==> config.mk <==
export PLATFORM = sky130hd
export DESIGN_NAME = ram_interface
export DESIGN_NICKNAME = d
export VERILOG_FILES = /design/src/rtl/ram_interface_pkg.sv /design/src/rtl/ram_interface_wait_counter.sv /design/src/rtl/ram_interface.sv
export SDC_FILE = /design/constraint.sdc
export NUM_CORES = 1
export LEC_CHECK = 0
export CAP_MARGIN = 10
export CELL_PAD_IN_SITES_DETAIL_PLACEMENT = 1
export CELL_PAD_IN_SITES_GLOBAL_PLACEMENT = 1
export CORE_MARGIN = 2
export CORE_UTILIZATION = 27
export DETAILED_ROUTE_END_ITERATION = 7
export HOLD_SLACK_MARGIN = 0.05
export PLACE_DENSITY = 0.77
export SYNTH_ARGS = -nofsm -noshare
export SYNTH_HDL_FRONTEND = slang
export SYNTH_SLANG_ARGS = --single-unit
==> constraint.sdc <==
create_clock -name clk -period 1.9 [get_ports clk]
set_clock_uncertainty 0.2 [all_clocks]
set_input_delay 0.285 -clock clk [delete_from_list [all_inputs] [get_ports clk]]
set_output_delay 0.285 -clock clk [all_outputs]
set_load 0.02 [all_outputs]
==> src/rtl/ram_interface_pkg.sv <==
// Shared encodings and default widths for the core-to-SRAM bridge.
package ram_interface_pkg;

  localparam int ADDR_W_DEF = 15;
  localparam int DATA_W_DEF = 8;
  localparam int CNT_W      = 4;

  typedef logic [1:0] state_t;

  localparam state_t ST_IDLE   = 2'b00;
  localparam state_t ST_SETUP  = 2'b01;
  localparam state_t ST_ACCESS = 2'b10;
  localparam state_t ST_HOLD   = 2'b11;

  localparam logic OP_RD = 1'b0;
  localparam logic OP_WR = 1'b1;

endpackage

==> src/rtl/ram_interface_wait_counter.sv <==
// Loadable down-counter that times the ACCESS phase; stops at zero.
module wait_counter
  import ram_interface_pkg::*;
#(
  parameter int W = CNT_W
) (
  input  logic         clk,
  input  logic         rst,
  input  logic         load_i,
  input  logic         dec_i,
  input  logic [W-1:0] load_val_i,
  output logic         zero_o
);

  logic [W-1:0] cnt_q, cnt_d;

  // Load has priority over decrement; never wraps below zero.
  always_comb begin
    cnt_d = cnt_q;
    if (load_i)                    cnt_d = load_val_i;
    else if (dec_i && cnt_q != '0) cnt_d = cnt_q - 1'b1;
  end

  // Count register.
  always_ff @(posedge clk) begin
    if (rst) cnt_q <= '0;
    else     cnt_q <= cnt_d;
  end

  assign zero_o = (cnt_q == '0);

endmodule

==> src/rtl/ram_interface.sv <==
// Core byte port to async SRAM bridge: SETUP, ACCESS (WAIT_CYCLES+1), HOLD.
module ram_interface
  import ram_interface_pkg::*;
#(
  parameter int ADDR_W      = ADDR_W_DEF,
  parameter int DATA_W      = DATA_W_DEF,
  parameter int WAIT_CYCLES = 2
) (
  input  logic              clk,
  input  logic              rst,
  input  logic [ADDR_W-1:0] addr_in,
  input  logic              rd_req,
  input  logic              wr_req,
  input  logic [DATA_W-1:0] wr_data,
  output logic [DATA_W-1:0] rd_data,
  output logic              busy,
  output logic              done,
  output logic [ADDR_W-1:0] mem_addr,
  output logic [DATA_W-1:0] mem_wdata,
  input  logic [DATA_W-1:0] mem_rdata,
  output logic              mem_ce,
  output logic              mem_oe,
  output logic              mem_we
);

  localparam logic [CNT_W-1:0] WAIT_LD = CNT_W'(WAIT_CYCLES);

  state_t            state_q, state_d;
  logic              op_q, op_d;
  logic [DATA_W-1:0] rd_data_q, rd_data_d;
  logic [ADDR_W-1:0] mem_addr_q, mem_addr_d;
  logic [DATA_W-1:0] mem_wdata_q, mem_wdata_d;
  logic              busy_q, busy_d;
  logic              done_q, done_d;
  logic              ce_q, ce_d;
  logic              oe_q, oe_d;
  logic              we_q, we_d;
  logic              cnt_load, cnt_dec, cnt_zero;

  wait_counter #(.W(CNT_W)) u_wait (
    .clk        (clk),
    .rst        (rst),
    .load_i     (cnt_load),
    .dec_i      (cnt_dec),
    .load_val_i (WAIT_LD),
    .zero_o     (cnt_zero)
  );

  // Next-state and next-output logic; every output is registered so each
  // value below is what the pins show in the state being entered.
  always_comb begin
    state_d     = state_q;
    op_d        = op_q;
    rd_data_d   = rd_data_q;
    mem_addr_d  = mem_addr_q;
    mem_wdata_d = mem_wdata_q;
    busy_d      = busy_q;
    ce_d        = ce_q;
    done_d      = 1'b0;
    oe_d        = 1'b0;
    we_d        = 1'b0;
    cnt_load    = 1'b0;
    cnt_dec     = 1'b0;
    case (state_q)
      ST_IDLE: begin
        busy_d      = 1'b0;
        ce_d        = 1'b0;
        mem_wdata_d = '0;
        if (rd_req || wr_req) begin
          // Read wins a tie; the write is dropped.
          state_d     = ST_SETUP;
          op_d        = rd_req ? OP_RD : OP_WR;
          mem_addr_d  = addr_in;
          mem_wdata_d = rd_req ? '0 : wr_data;
          busy_d      = 1'b1;
          ce_d        = 1'b1;
        end
      end
      ST_SETUP: begin
        state_d  = ST_ACCESS;
        cnt_load = 1'b1;
        oe_d     = (op_q == OP_RD);
        we_d     = (op_q == OP_WR);
      end
      ST_ACCESS: begin
        if (cnt_zero) begin
          state_d = ST_HOLD;
          done_d  = 1'b1;
          if (op_q == OP_RD) rd_data_d = mem_rdata;
        end else begin
          cnt_dec = 1'b1;
          oe_d    = (op_q == OP_RD);
          we_d    = (op_q == OP_WR);
        end
      end
      default: begin
        state_d     = ST_IDLE;
        busy_d      = 1'b0;
        ce_d        = 1'b0;
        mem_wdata_d = '0;
      end
    endcase
  end

  // State and output registers; reset aborts any transaction silently.
  always_ff @(posedge clk) begin
    if (rst) begin
      state_q     <= ST_IDLE;
      op_q        <= OP_RD;
      rd_data_q   <= '0;
      mem_addr_q  <= '0;
      mem_wdata_q <= '0;
      busy_q      <= 1'b0;
      done_q      <= 1'b0;
      ce_q        <= 1'b0;
      oe_q        <= 1'b0;
      we_q        <= 1'b0;
    end else begin
      state_q     <= state_d;
      op_q        <= op_d;
      rd_data_q   <= rd_data_d;
      mem_addr_q  <= mem_addr_d;
      mem_wdata_q <= mem_wdata_d;
      busy_q      <= busy_d;
      done_q      <= done_d;
      ce_q        <= ce_d;
      oe_q        <= oe_d;
      we_q        <= we_d;
    end
  end

  assign rd_data   = rd_data_q;
  assign busy      = busy_q;
  assign done      = done_q;
  assign mem_addr  = mem_addr_q;
  assign mem_wdata = mem_wdata_q;
  assign mem_ce    = ce_q;
  assign mem_oe    = oe_q;
  assign mem_we    = we_q;

endmodule

Yosys cells after proc, flatten, opt, wreduce, memory -nomap -nowiden
Index checks and enable logic that the tools add are counted.

Register bits: 42. Latch bits: 0. RAM bits: 0. ROM bits: 0. Input bits: 35. Output and inout port bits: 36. Word-level logic and storage cells: 49. Memories kept: 0.

Add/sub/neg operators: 1. $mul: 0. Div/mod/pow operators: 0. $lt $le $gt $ge: 0. Equality and inequality tests: 4. Shift operators: 0. Muxes and demuxes: 19. Bitwise operators: 2. Reduce and logical (&&, ||, !) cells: 12.

Operator list (number): 8-bit two-way mux (2); 8-bit one-hot mux with 2 select lines (1); 1-bit two-way mux (8); 2-bit two-way mux (4); 1-bit one-hot mux with 2 select lines (3); 2-bit one-hot mux with 3 select lines (1); 2-bit OR reduction (3); 4-bit logical NOT (1); 2-bit inequality test, second input constant (2); 2-bit AND reduction (2); 4-bit nonzero test (1); 4-bit by 1-bit subtractor with 4-bit output, second input constant (1); 3-bit AND reduction (1); 2-bit by 1-bit equality test with 1-bit output, second input constant (1); 2-bit equality test, second input constant (1); 2-bit logical NOT (1); 1-bit NOT (2); 2-bit nonzero test (1); 1-bit logical AND (1); 1-bit logical OR (1).

Depth between registers and ports, before layout
Gate-level depths: netlist (run 1).

Word-level depth: 6. Mapped depth: 6. Gate-level depth less buffers: 5.

Modules after synthesis
From an unflattened synthesis (run 1), not the netlist that was laid out.

Cell total of the unflattened synthesis: 182. Area, all modules: 1670.4 um^2.

By module, submodules not included: ram_interface (times used 1, cells each 153, area an instance 1407.6 um^2, seq. area each 760.7 um^2); wait_counter (times used 1, cells each 29, area an instance 262.8 um^2, seq. area each 80.1 um^2).

Least setup slack after synthesis (run 1)
Ideal clock, no wire load.

Path kind: reg-to-reg. Start: register u_wait.cnt_q[0]. End: register rd_data_q[0], in the netlist rd_data[0]. Library setup time: 0.072 ns. Arrival time: 1.552 ns. Required time: 1.628 ns. Slack: 0.076 ns. Stages on the path, launching flop included: 7. Buffers on the path: 1. Clock period less this slack: 1.824 ns. Cells stage by stage: dfxtp_1 inv_1 ha_1 or3b_1 buf_6 nor3_4 mux2i_1.

Word-level cells in the longest chain between the ends: 2.

RTL lines: start: declaration (line ram_interface_wait_counter.sv:15) `logic [W-1:0] cnt_q, cnt_d;`; start signal: assignment (line ram_interface_wait_counter.sv:27) `else cnt_q <= cnt_d;`; 4-bit logical NOT (line ram_interface_wait_counter.sv:30) `assign zero_o = (cnt_q == '0);`; 3-bit AND reduction (no source line); end signal: assignment (line ram_interface.sv:121) `rd_data_q <= rd_data_d;`; end: declaration (line ram_interface.sv:30) `logic [DATA_W-1:0] rd_data_q, rd_data_d;`.

No other way between the ends. A chain may end at the register's enable or synchronous reset.

Worst setup path after layout (run 1)
Start: register u_wait.cnt_q[1]. End: register rd_data_q[1], in the netlist rd_data[1].

Same word-level chain as after synthesis.

==> results of run 1 <==
## layout by cell type, fill, tap and decap left out
cell type	count
or3b_4	1
nor3b_1	2
a22o_2	1
o21ai_1	1
o211ai_1	2
clkbuf_1	1
xor2_1	1
buf_12	1
clkdlybuf4s50_1	70
nor2_1	4
or3_1	2
nor3_1	5
nor4b_1	1
mux2i_1	10
nand2_1	31
inv_1	3
dfxtp_1	40
ha_4	1
a211oi_1	3
o21a_1	2
buf_4	7
a21oi_1	18
nor4_2	1
inv_2	2
nand2b_1	18
nor2b_2	1
ha_1	3
nor3_4	1
dfxtp_2	2
a22o_1	8
clkbuf_8	6
clkinv_2	1
o41ai_1	1
## routing by layer
layer / part of all wire [%] / vias to the layer above
li1: - / 741
met1: 44 / 697
met2: 50 / 39
met3: 4.2 / 8
met4: 1.7 / 0
met5: 0 / -
## power by group through the flow
stage	clock [mW]	sequential, mW	combinational, mW
after floorplan	0	1.36	0.624
after global placement	0	1.19	1.33
after detailed placement	0	1.20	1.36
after CTS	0.611	1.18	1.38
after global routing	0.643	1.21	1.52
final	0.592	1.18	1.39
## cells by family after synthesis
kind of cell	count (synthesis)	synth area share, %
AND/OR/NAND/NOR	67	21.2
flip-flops	42	51.0
AO/OA/AOI/OAI	36	14.3
buffers and inverters	14	3.87
multiplexers	10	6.07
adder cells (fa/ha/maj)	4	3.04
XOR/XNOR	1	0.531
## area by class of cell
cell class | count | area, um^2 | area share (%)
clock inverters | 1 | 5.00 | 0.194
repair buffers | 78 | 773 | 29.9
clock buffers | 7 | 86.3 | 3.34
multi-input cells | 118 | 762 | 29.5
inverters | 5 | 18.8 | 0.727
well taps | 75 | 93.8 | 3.63
flip-flops and latches | 42 | 843 | 32.7
## stage by stage
stage,std cells,power [mW],instance area [um^2],util (%)
after CTS,325,3.17,2560,43.2
after floorplan,174,1.98,1650,-
final,326,3.16,2580,43.6
after global placement,317,2.52,2460,41.6
after detailed placement,317,2.55,2460,41.6
after global routing,326,3.37,2580,43.6
## critical path, stage by stage (launching register included)
cell and delay [ns]:
dfxtp_2 0.34, inv_2 0.07, ha_4 0.13, or3b_4 0.42
nor3_4 0.23, buf_12 0.16, mux2i_1 0.20
## registers in the layout (all words and copies together) (netlist names)
register,flops
mem_oe,1
rd_data,8
mem_wdata,8
op_q,1
u_wait.cnt_q,4
mem_ce,1
state_q,2
mem_we,1
mem_addr,15
done,1
## how the worst max path moves through the flow
stage               startpoint      endpoint
4_1_cts             state_q[1]  mem_wdata[2]
3_3_place_gp   u_wait.cnt_q[0]    rd_data[4]
6_report       u_wait.cnt_q[1]    rd_data[1]
3_5_place_dp   u_wait.cnt_q[0]    rd_data[0]
5_1_grt        u_wait.cnt_q[0]    rd_data[4]
2_1_floorplan  u_wait.cnt_q[0]    rd_data[0]
## timing repair
action                                  CTS  global route
resized for setup                         1             7
pin swaps                                 0             2
endpoints found under the setup margin    1            14
buffers inserted                          0             1
==> impl_metrics.ini, run 1 <==
[status]
status = completed

[grt]
grt_start_max_net_pins = 20
overflow = 0
busiest_layer = met2
grt_pass1_vias = 1557
track_usage_pct = 13.9
use_met1_pct = 17.1
grt_use_met3_pct = 3.37
antenna_found_initial = 0
grt_pass1_wl_mm = 7.11
grt_util_met2_pct = 23.2

[min_path]
hp-start = mem_addr[10]
min_path_cells = 2
min_to = mem_addr[10]
hold_path.class = reg2reg

[setup_path]
critical_path_class = reg2reg
critPathCaptureType = flip-flop
worstReg2RegStart = u_wait.cnt_q[1]
start_kind = flip-flop
rr_endpoint = rd_data[1]
arrival_ns = 1.84
crit_required_ns = 1.92
crit_fanout = 8
r2r_setup_slack_ns = 0.08
r2r_cells = 6

[synth]
syn_area_um2 = 1650
synth_cell_types = 27
yosysMostFrequentCell = dfxtp_1
netlist_top_cells_count = dfxtp_1 (42), nand2_1 (31), a21oi_1 (18), nand2b_1 (18), mux2i_1 (10)
yosysTopAreaCellShare_pct = 51.0
ys_seq_area_share_pct = 51.0
ys_ff_latch = 42
synthTopCellsByArea = dfxtp_1 (51%), nand2_1 (7.1%), nand2b_1 (6.8%), mux2i_1 (6.1%), a21oi_1 (5.5%)
synth_edf_count = 0
synth_area_leader_cell = dfxtp_1
avgSynthCellArea_um2 = 9.48
ys.warnings.count = 0
postSynthCellCount = 174
async_flop_share_pct = 0
synthFlopType = dfxtp_1
syn_nets = 213

[floorplanning]
pin_count = 71
initial_core_util_pct = 27.9
die_x_um = 82.2
die_area_um2 = 6750
core_um2 = 5920
die_h_um = 82.2
placementRows = 28

[sta]
worst_pin_slew_ns = 0.480
fmax_mhz = 549
rsz0062_at_grt = false
period_needed_ns = 1.82
setup_viol = 0
fin_tns_setup_ns = 0
slew_headroom_pct = 67.9
hold_violations = 0
period_share_pct = 95.9
whs_ns = 0.261
setup_ws_ns = 0.0772
final_max_slew_viol_count = 0

[clocking]
clk_pin_slew_ns = 0.08
clk_latency_ns = 0.29
cts_hold_buf = 0
cts_buffer_depth = 2
cts_root_buffer = clkbuf_8
cts_tree = built
numCtsBuffers = 5
clkSinkCount = 42
htreeDepth = 2

[pwr]
power_density_nw_per_um2 = 1230
p_int_mw = 2.02
switchingPower_mw = 1.14
power_frac_seq_pct = 37.3
switching_share_pct = 36.2
max-vdd-ir-drop_uv = 417
combPwrFrac_pct = 44.0
p_leak_nw = 0.945
power.share.clock_pct = 18.7

[route]
drt_iter0_markers = 37
wl_per_cell_um = 13.5
viasPerCell = 4.56
vias = 1485
wl_mm = 4.39
drc_errors = 0
ant_nets = 0
first_pass_iters = 4

[placed_design]
gp_congestion = 0.746
io_buffers = 70
place_ws_ns = 0.0251
post-dp-hpwl_mm = 3.18

[cells_and_area]
layout-drive-gt1-share_pct = 9.96
area_growth_pct = 56.6
fin_nets = 289
n_fill_cell = 683
antenna-diode-count = 0

[job]
drv_cap = 0
Power figures use the tool's default switching activity.
==> run 2: changes to the inputs <==
- CORE_UTILIZATION: 27 -> 28
- CTS_BUF_LIST: default -> sky130_fd_sc_hd__clkbuf_2 sky130_fd_sc_hd__clkbuf_4 sky130_fd_sc_hd__clkbuf_8
- PLACE_DENSITY: 0.77 -> 0.8
==> run 2 against run 1 <==
Via count grew 3.4%. Power shrank 2.1%. Register-to-register slack is essentially flat. Sequential share of layout area grew 0.21 points. Sequential power is essentially flat. Cell area shrank 0.92%. Critical endpoint is now rd_data[7].
==> impl_metrics.ini, run 2 (synthesized netlist as in run 1, its figures left out) <==
[status]
status = completed

[pwr]
power.total_mw = 3.10
power.share.clock_pct = 17.6
power_frac_seq_pct = 38.0
switching_share_pct = 36.8
p_leak_nw = 0.946
switchingPower_mw = 1.14
combPwrFrac_pct = 44.5
max-vdd-ir-drop_uv = 440
power_density_nw_per_um2 = 1210
p_int_mw = 1.96

[job]
drv_cap = 0

[sta]
hold_violations = 0
slew_headroom_pct = 73.4
fmax_mhz = 550
period_needed_ns = 1.82
fin_tns_setup_ns = 0
period_share_pct = 95.7
setup_ws_ns = 0.0817
rsz0062_at_grt = false
worst_pin_slew_ns = 0.398
setup_viol = 0
final_max_slew_viol_count = 0

[setup_path]
cpPeakStageDelay_ns = 0.44
worstPathBufferInverterCount = 2
arrival_ns = 1.83
start_kind = flip-flop
crit_chain = inv_1, ha_1, or3b_4, nor3_4, buf_4, mux2i_1
crit_required_ns = 1.92
critical_path_class = reg2reg
critPathCaptureType = flip-flop
critPathTopFamily = simple AND/OR/NAND/NOR gates
crit_fanout = 6
cp_slowest_cell = or3b_4

[floorplanning]
placementRows = 27
pin_count = 71
die_x_um = 80.7
die_area_um2 = 6520
initial_core_util_pct = 29.4
die_h_um = 80.7
core_um2 = 5610

[cells_and_area]
fin_area_um2 = 2560
mostFrequentLayoutCells = clkdlybuf4s50_1 (70), dfxtp_1 (42), nand2_1 (31)
largest_reg_flops = 15
antenna-diode-count = 0
area_growth_pct = 55.2
layout_commonest_cell = clkdlybuf4s50_1
multiInputGateArea_um2 = 754
fin_nets = 291
n_fill_cell = 663
final-seq-area_um2 = 841
layout-drive-gt1-share_pct = 9.13

[grt]
antenna_found_initial = 0
grt_start_max_net_pins = 17
grt_pass1_vias = 1561
track_usage_pct = 13.9
grt_pass1_wl_mm = 7.16
overflow = 0

[route]
drt-met1-wl_mm = 1.83
first_pass_iters = 4
wl_met2_mm = 2.20
ant_nets = 0
vias = 1536
wl_met3_um = 255
viasPerCell = 4.74
wl_mm = 4.32
drc_errors = 0
topRoutingLayerUsed = met4
drt_iter0_markers = 97
wl_per_cell_um = 13.3

[clocking]
clk_latency_ns = 0.29
cts_root_buffer = clkbuf_8
cts_tree = built
clkSinkCount = 42
clk_pin_slew_ns = 0.08
htreeDepth = 2
numCtsBuffers = 5
cts_hold_buf = 0
cts_buffer_depth = 2

[placed_design]
io_buffers = 70
dpl_cell_area_um2 = 2470
gp_congestion = 0.788
place_ws_ns = 0.0319
post-dp-hpwl_mm = 3.24

[min_path]
hold_path.class = reg2reg
run 2: power groups by stage:
stage	clock network (mW)	logic, mW	registers (mW)
6_report	0.544	1.38	1.18
3_5_place_dp	0	1.36	1.20
4_1_cts	0.568	1.38	1.18
5_1_grt	0.594	1.50	1.20
3_3_place_gp	0	1.33	1.19
2_1_floorplan	0	0.624	1.36
run 2: repair_timing:
item	in CTS	in global routing
resized for setup	1	2
cloned	0	0
endpoints found under the setup margin	1	9
setup buffers	0	0
run 2: worst min-delay path, cell delays in order, from the launching register on:
cell     delay, ns
dfxtp_1       0.31
nand2_1       0.05
a21oi_1       0.05
run 2: path summary, 6_finish.rpt:
kind,cells after the start,to,startpoint,slack [ns]
worst max-delay path,6,rd_data[7],u_wait.cnt_q[0],0.08
worst min-delay path,2,mem_addr[8],mem_addr[8],0.26
worst max register to register,6,rd_data[7],u_wait.cnt_q[0],0.08
worst min register to register,2,mem_addr[8],mem_addr[8],0.26
run 2: cell type report:
class	count	share of cell area [%]
sequential	42	32.9
timing repair buffer	80	30.3
multi-input combinational	118	29.5
tap	72	3.52
clock buffer	5	2.69
inverter	5	0.733
clock inverter	2	0.391
run 2: metrics by stage:
| stage | utilization, % | hold WS [ns] | cells |
|---|---|---|---|
| after floorplan | - | 0.185 | 174 |
| after global placement | 44.0 | 0.243 | 317 |
| after detailed placement | 44.0 | 0.251 | 317 |
| after CTS | 45.5 | 0.261 | 324 |
| after global routing | 45.6 | 0.282 | 324 |
| final | 45.6 | 0.258 | 324 |
run 2: routing by layer:
metal,up-vias,global-route usage (%)
li1,747,-
met1,744,17.0
met2,41,24.2
met3,4,3.89
met4,0,3.56
met5,-,0
==> run 3: changes to the inputs <==
- ABC_AREA: default -> 1
- CAP_MARGIN: 10 -> 20
- CORE_UTILIZATION: 28 -> 27
- PLACE_DENSITY: 0.8 -> 0.81
==> run 3 against run 2 <==
Cell area grew 0.24%. Synthesized cell count is 27% higher. Largest power group unchanged. Utilization shrank 2.3 points. Critical endpoint is now busy. Flip-flop and latch count unchanged. Hold slack got worse by 0.040 ns. Clock power up 31%. Non-clock buffer count is 4 lower. Clock-buffer cell count grew 2. Power is 20% higher. Highest routed layer unchanged. Maximum frequency increased by 3.2%. Via count rose by 6.3%. Global-route usage is 0.16 points lower.
==> impl_metrics.ini, run 3 <==
[status]
status = completed

[synth]
ys.warnings.count = 0
synth_area_leader_cell = dfxtp_1
synth_cell_types = 18
synthTopCellsByArea = dfxtp_1 (51%), nor2_1 (14%), nand2_1 (11%), o21ai_0 (7.9%), inv_1 (4.1%)
avgSynthCellArea_um2 = 7.47
yosysMostFrequentCell = nor2_1
ys_ff_latch = 42
netlist_top_cells_count = nor2_1 (60), nand2_1 (47), dfxtp_1 (42), o21ai_0 (26), inv_1 (18)
yosysTopAreaCellShare_pct = 50.9
syn_nets = 260
ys_seq_area_share_pct = 50.9
postSynthCellCount = 221
async_flop_share_pct = 0
synthFlopType = dfxtp_1
synth_edf_count = 0
syn_area_um2 = 1650

[route]
viasPerCell = 4.36
ant_nets = 0
first_pass_iters = 4
wl_per_cell_um = 11.9
drt_iter0_markers = 55
wl_mm = 4.45
vias = 1632
drc_errors = 0

[setup_path]
crit_required_ns = 1.41
critPathCaptureType = primary output
arrival_ns = 1.28
start_kind = flip-flop
crit_fanout = 3
cp_slowest_cell = clkdlybuf4s50_1
rr_endpoint = mem_addr[2]
worstReg2RegStart = state_q[0]
r2r_cells = 7
worstPathBufferInverterCount = 1
r2r_setup_slack_ns = 0.26
cp_num_cells = 1
critical_path_class = reg2out
critPathTopFamily = buffers and inverters
cpPeakStageDelay_ns = 0.62
crit_chain = clkdlybuf4s50_1

[min_path]
min_to = mem_oe
min_path_cells = 1
hp-start = op_q
hold_path.class = reg2reg

[cells_and_area]
largest_reg_flops = 15
n_fill_cell = 737
fin_nets = 337
mostFrequentLayoutCells = clkdlybuf4s50_1 (70), nor2_1 (60), nand2_1 (47)
area_growth_pct = 55.3
antenna-diode-count = 0
fin_area_um2 = 2560
layout_commonest_cell = clkdlybuf4s50_1
fin_util_pct = 43.3
layout-drive-gt1-share_pct = 7.02

[clocking]
clk_pin_slew_ns = 0.07
numCtsBuffers = 5
clk_latency_ns = 0.29
cts_root_buffer = clkbuf_8
cts_resized = 0
htreeDepth = 2
cts_tree = built
cts_buffer_depth = 2
clkSinkCount = 42
cts_hold_buf = 0

[floorplanning]
die_area_um2 = 6760
initial_core_util_pct = 27.9
die_x_um = 82.2
placementRows = 28
die_h_um = 82.2
core_um2 = 5920
pin_count = 71

[placed_design]
gp_congestion = 0.748
dpl_cell_area_um2 = 2440
io_buffers = 70
post-dp-hpwl_mm = 3.38
place_ws_ns = -0.0452

[sta]
setup_ws_ns = 0.139
final_max_slew_viol_count = 0
whs_ns = 0.217
hold_violations = 0
rsz0062_at_grt = false
slew_headroom_pct = 81.0
period_share_pct = 92.7
fmax_mhz = 568
fin_tns_setup_ns = 0
worst_pin_slew_ns = 0.285
setup_viol = 0
period_needed_ns = 1.76

[pwr]
p_leak_nw = 1.09
max-vdd-ir-drop_uv = 578
power_density_nw_per_um2 = 1450

[grt]
antenna_found_initial = 0
overflow = 0
grt_pass1_vias = 1614
grt_pass1_wl_mm = 7.13
grt_start_max_net_pins = 20
track_usage_pct = 13.8

[job]
drv_cap = 0
==> run 3: layout make-up <==
cell class	instances	area, um^2	share of cell area (%)
clock buffers	7	83.8	3.27
clock inverters	1	30.0	1.17
inverters	20	75.1	2.93
multi-input cells	153	696	27.1
flip-flops and latches	42	841	32.8
well taps	75	93.8	3.66
repair buffers	76	746	29.1
==> run 3: stage by stage <==
stage          cells  power, mW
6_report         374       3.73
5_1_grt          374       4.02
4_1_cts          372       3.76
3_5_place_dp     364       3.03
3_3_place_gp     364       2.97
2_1_floorplan    221       2.32
==> run 3: how the worst max path moves through the flow <==
stage,slack (ns),from,endpoint
global placement,0.04,rd_req,mem_addr[5]
CTS,0.11,state_q[1],mem_addr[4]
floorplan,0.45,state_q[0],mem_addr[10]
detailed placement,-0.05,rd_req,mem_addr[4]
global route,0.06,mem_ce,mem_ce
finish,0.14,mem_ce,busy
==> run 3: timing repair <==
item | CTS | global route
setup endpoints to repair | 0 | 13
buffers inserted | 0 | 2
endpoints found under the hold margin | 0 | 0
==> run 3: logic make-up after synthesis <==
logic type | after synthesis | share of synthesized area [%]
buffers and inverters | 26 | 6.97
DFF | 42 | 50.9
AOI/OAI and AO/OA | 32 | 9.70
and+or+nand+nor | 117 | 29.4
adders and majority gates | 4 | 3.03
==> run 3: power breakdown <==
group	total (mW)	internal (mW)	leakage, nW	switching, mW
registers	1.30	1.15	0.345	0.152
logic	1.71	0.734	0.683	0.981
clock network	0.710	0.422	0.0593	0.289
total	3.73	2.30	1.09	1.42
==> run 3: per-layer routing <==
metal	vias up	routed length, um	part of all wire (%)	global-route usage (%)
met3	6	206	4.6	4.24
met5	-	0	0	0
met1	747	1990	45	16.2
met4	0	46	1.0	4.00
met2	39	2210	50	24.0
li1	840	-	-	-
==> variant: new RTL, flow settings as in run 3 <==
Set the package constant `CNT_W` to 3 (it was 4).
--- a/src/rtl/ram_interface_pkg.sv
+++ b/src/rtl/ram_interface_pkg.sv
@@ -3,7 +3,7 @@
 
   localparam int ADDR_W_DEF = 15;
   localparam int DATA_W_DEF = 8;
-  localparam int CNT_W      = 4;
+  localparam int CNT_W      = 3;
 
   typedef logic [1:0] state_t;
 
Formal check against the unedited RTL: same outputs for any inputs over 10 cycles, from zero or initial values and one cycle with rst high; that may be too few to reach the edited logic, so the function may still have changed.
==> variant against run 3 <==
  * Routed wire length rose by 1.4%
  * Sequential cell count is 1 lower
  * Setup slack worse by 2.8 ps
  * Design area shrank 2.5%
  * Sequential share of layout area is essentially flat
  * Total power decreased by 5.8%
  * Count of clock-buffer cells in the layout unchanged
  * Global-route usage increased by 1.5 points
  * Largest power group unchanged
  * Synthesized area is 1.3% lower
==> variant: results (changes against run 3) <==
timing.hold.ws_ps: 262.3  # +44.91 ps
first_global_vias: 1711  # +6.0%
fin_nets: 331  # -1.8%
cellLeakagePower_nw: 1.074  # -1.2%
totalWireLength_um: 4517  # +1.4%
slew_headroom_pct: 70.03  # -11 points
ys_seq_area_share_pct: 50.35  # -0.56 points
reg2reg_depth: 6  # -1
status: "complete, no violations"
hpwl_um: 3418  # +1.0%
synth_common_cells: "58 x nor2_1, 41 x dfxtp_1, 39 x nand2_1"
hold_end: "mem_wdata[6]$_SDFFE_PP0N_"
track_usage_pct: 15.22  # +1.5 points
synth.avg_cell_area_um2: 7.513  # +0.53%
synth_nets: 257  # -1.2%
path_max_fanout: 2  # -1
cp-startpoint: "mem_wdata[0]$_SDFFE_PP0N_"
ir_worst_vdd_mv: 0.5239  # -9.3%
stdcell_count: 366  # -2.1%
drive_gt1_share_pct: 5.842  # -1.2 points
reg2reg_to: "mem_we$_SDFF_PP0_"
hold_depth: 2  # +1
crit_path_end: "mem_wdata[0]"
synth_area_leaders: "dfxtp_1 50%, nor2_1 13%, nand2_1 9.0%"
num_vias: 1641  # +0.55%
[variant: cell types whose count changed after synthesis, sizes merged, moves of 2 or more]
cell / run 3 / this run
clkinv: 0 / 2
a21oi: 6 / 4
buf: 5 / 7
nand2: 47 / 39
nand4: 3 / 9
nand3: 2 / 10
o21ai: 26 / 19
nor2: 64 / 61
[variant: layout make-up]
class / instances / area [um2]
Clock buffer: 7 / 90.09
Fill cell: 734 / 3385
Inverter: 21 / 78.83
Multi-Input combinational cell: 148 / 686.9
Sequential cell: 41 / 820.8
Tap cell: 75 / 93.84
Timing Repair Buffer: 74 / 730.7
[variant: power groups by stage]
stage          sequential, W  combinational (W)  clock, W
3_3_place_gp         0.00127            0.00163         0
6_report             0.00126            0.00166  0.000590
4_1_cts              0.00126            0.00169  0.000612
3_5_place_dp         0.00128            0.00168         0
2_1_floorplan        0.00152           0.000743         0
5_1_grt              0.00129            0.00188  0.000649
[variant: logic make-up (layout without fill, tap and decap cells)]
group	Yosys count	in the layout	synth area share, %
flip-flops	41	41	50.35
AO/OA/AOI/OAI	24	24	8.135
AND/OR/NAND/NOR	119	119	30.01
buffers and inverters	28	102	7.674
adder cells (fa/ha/maj)	5	5	3.837
[variant: layer usage]
layer	part of all wire [%]	global-route usage, %	wire (um)	vias up
li1	-	-	-	836
met1	44	18.59	2010	759
met2	49	26.07	2230	39
met3	5.2	4.945	234	7
met4	0.89	3.500	40	0
met5	0	0	0	-
[variant: worst min-delay path: stages, from the launching register on]
cell	delay (ps)
dfxtp_1	320
nand2_1	60
nand2_1	40
[variant: repair_timing]
action,in CTS,in global routing
gates resized for setup,0,1
setup buffers,0,0
setup endpoints to repair,0,2
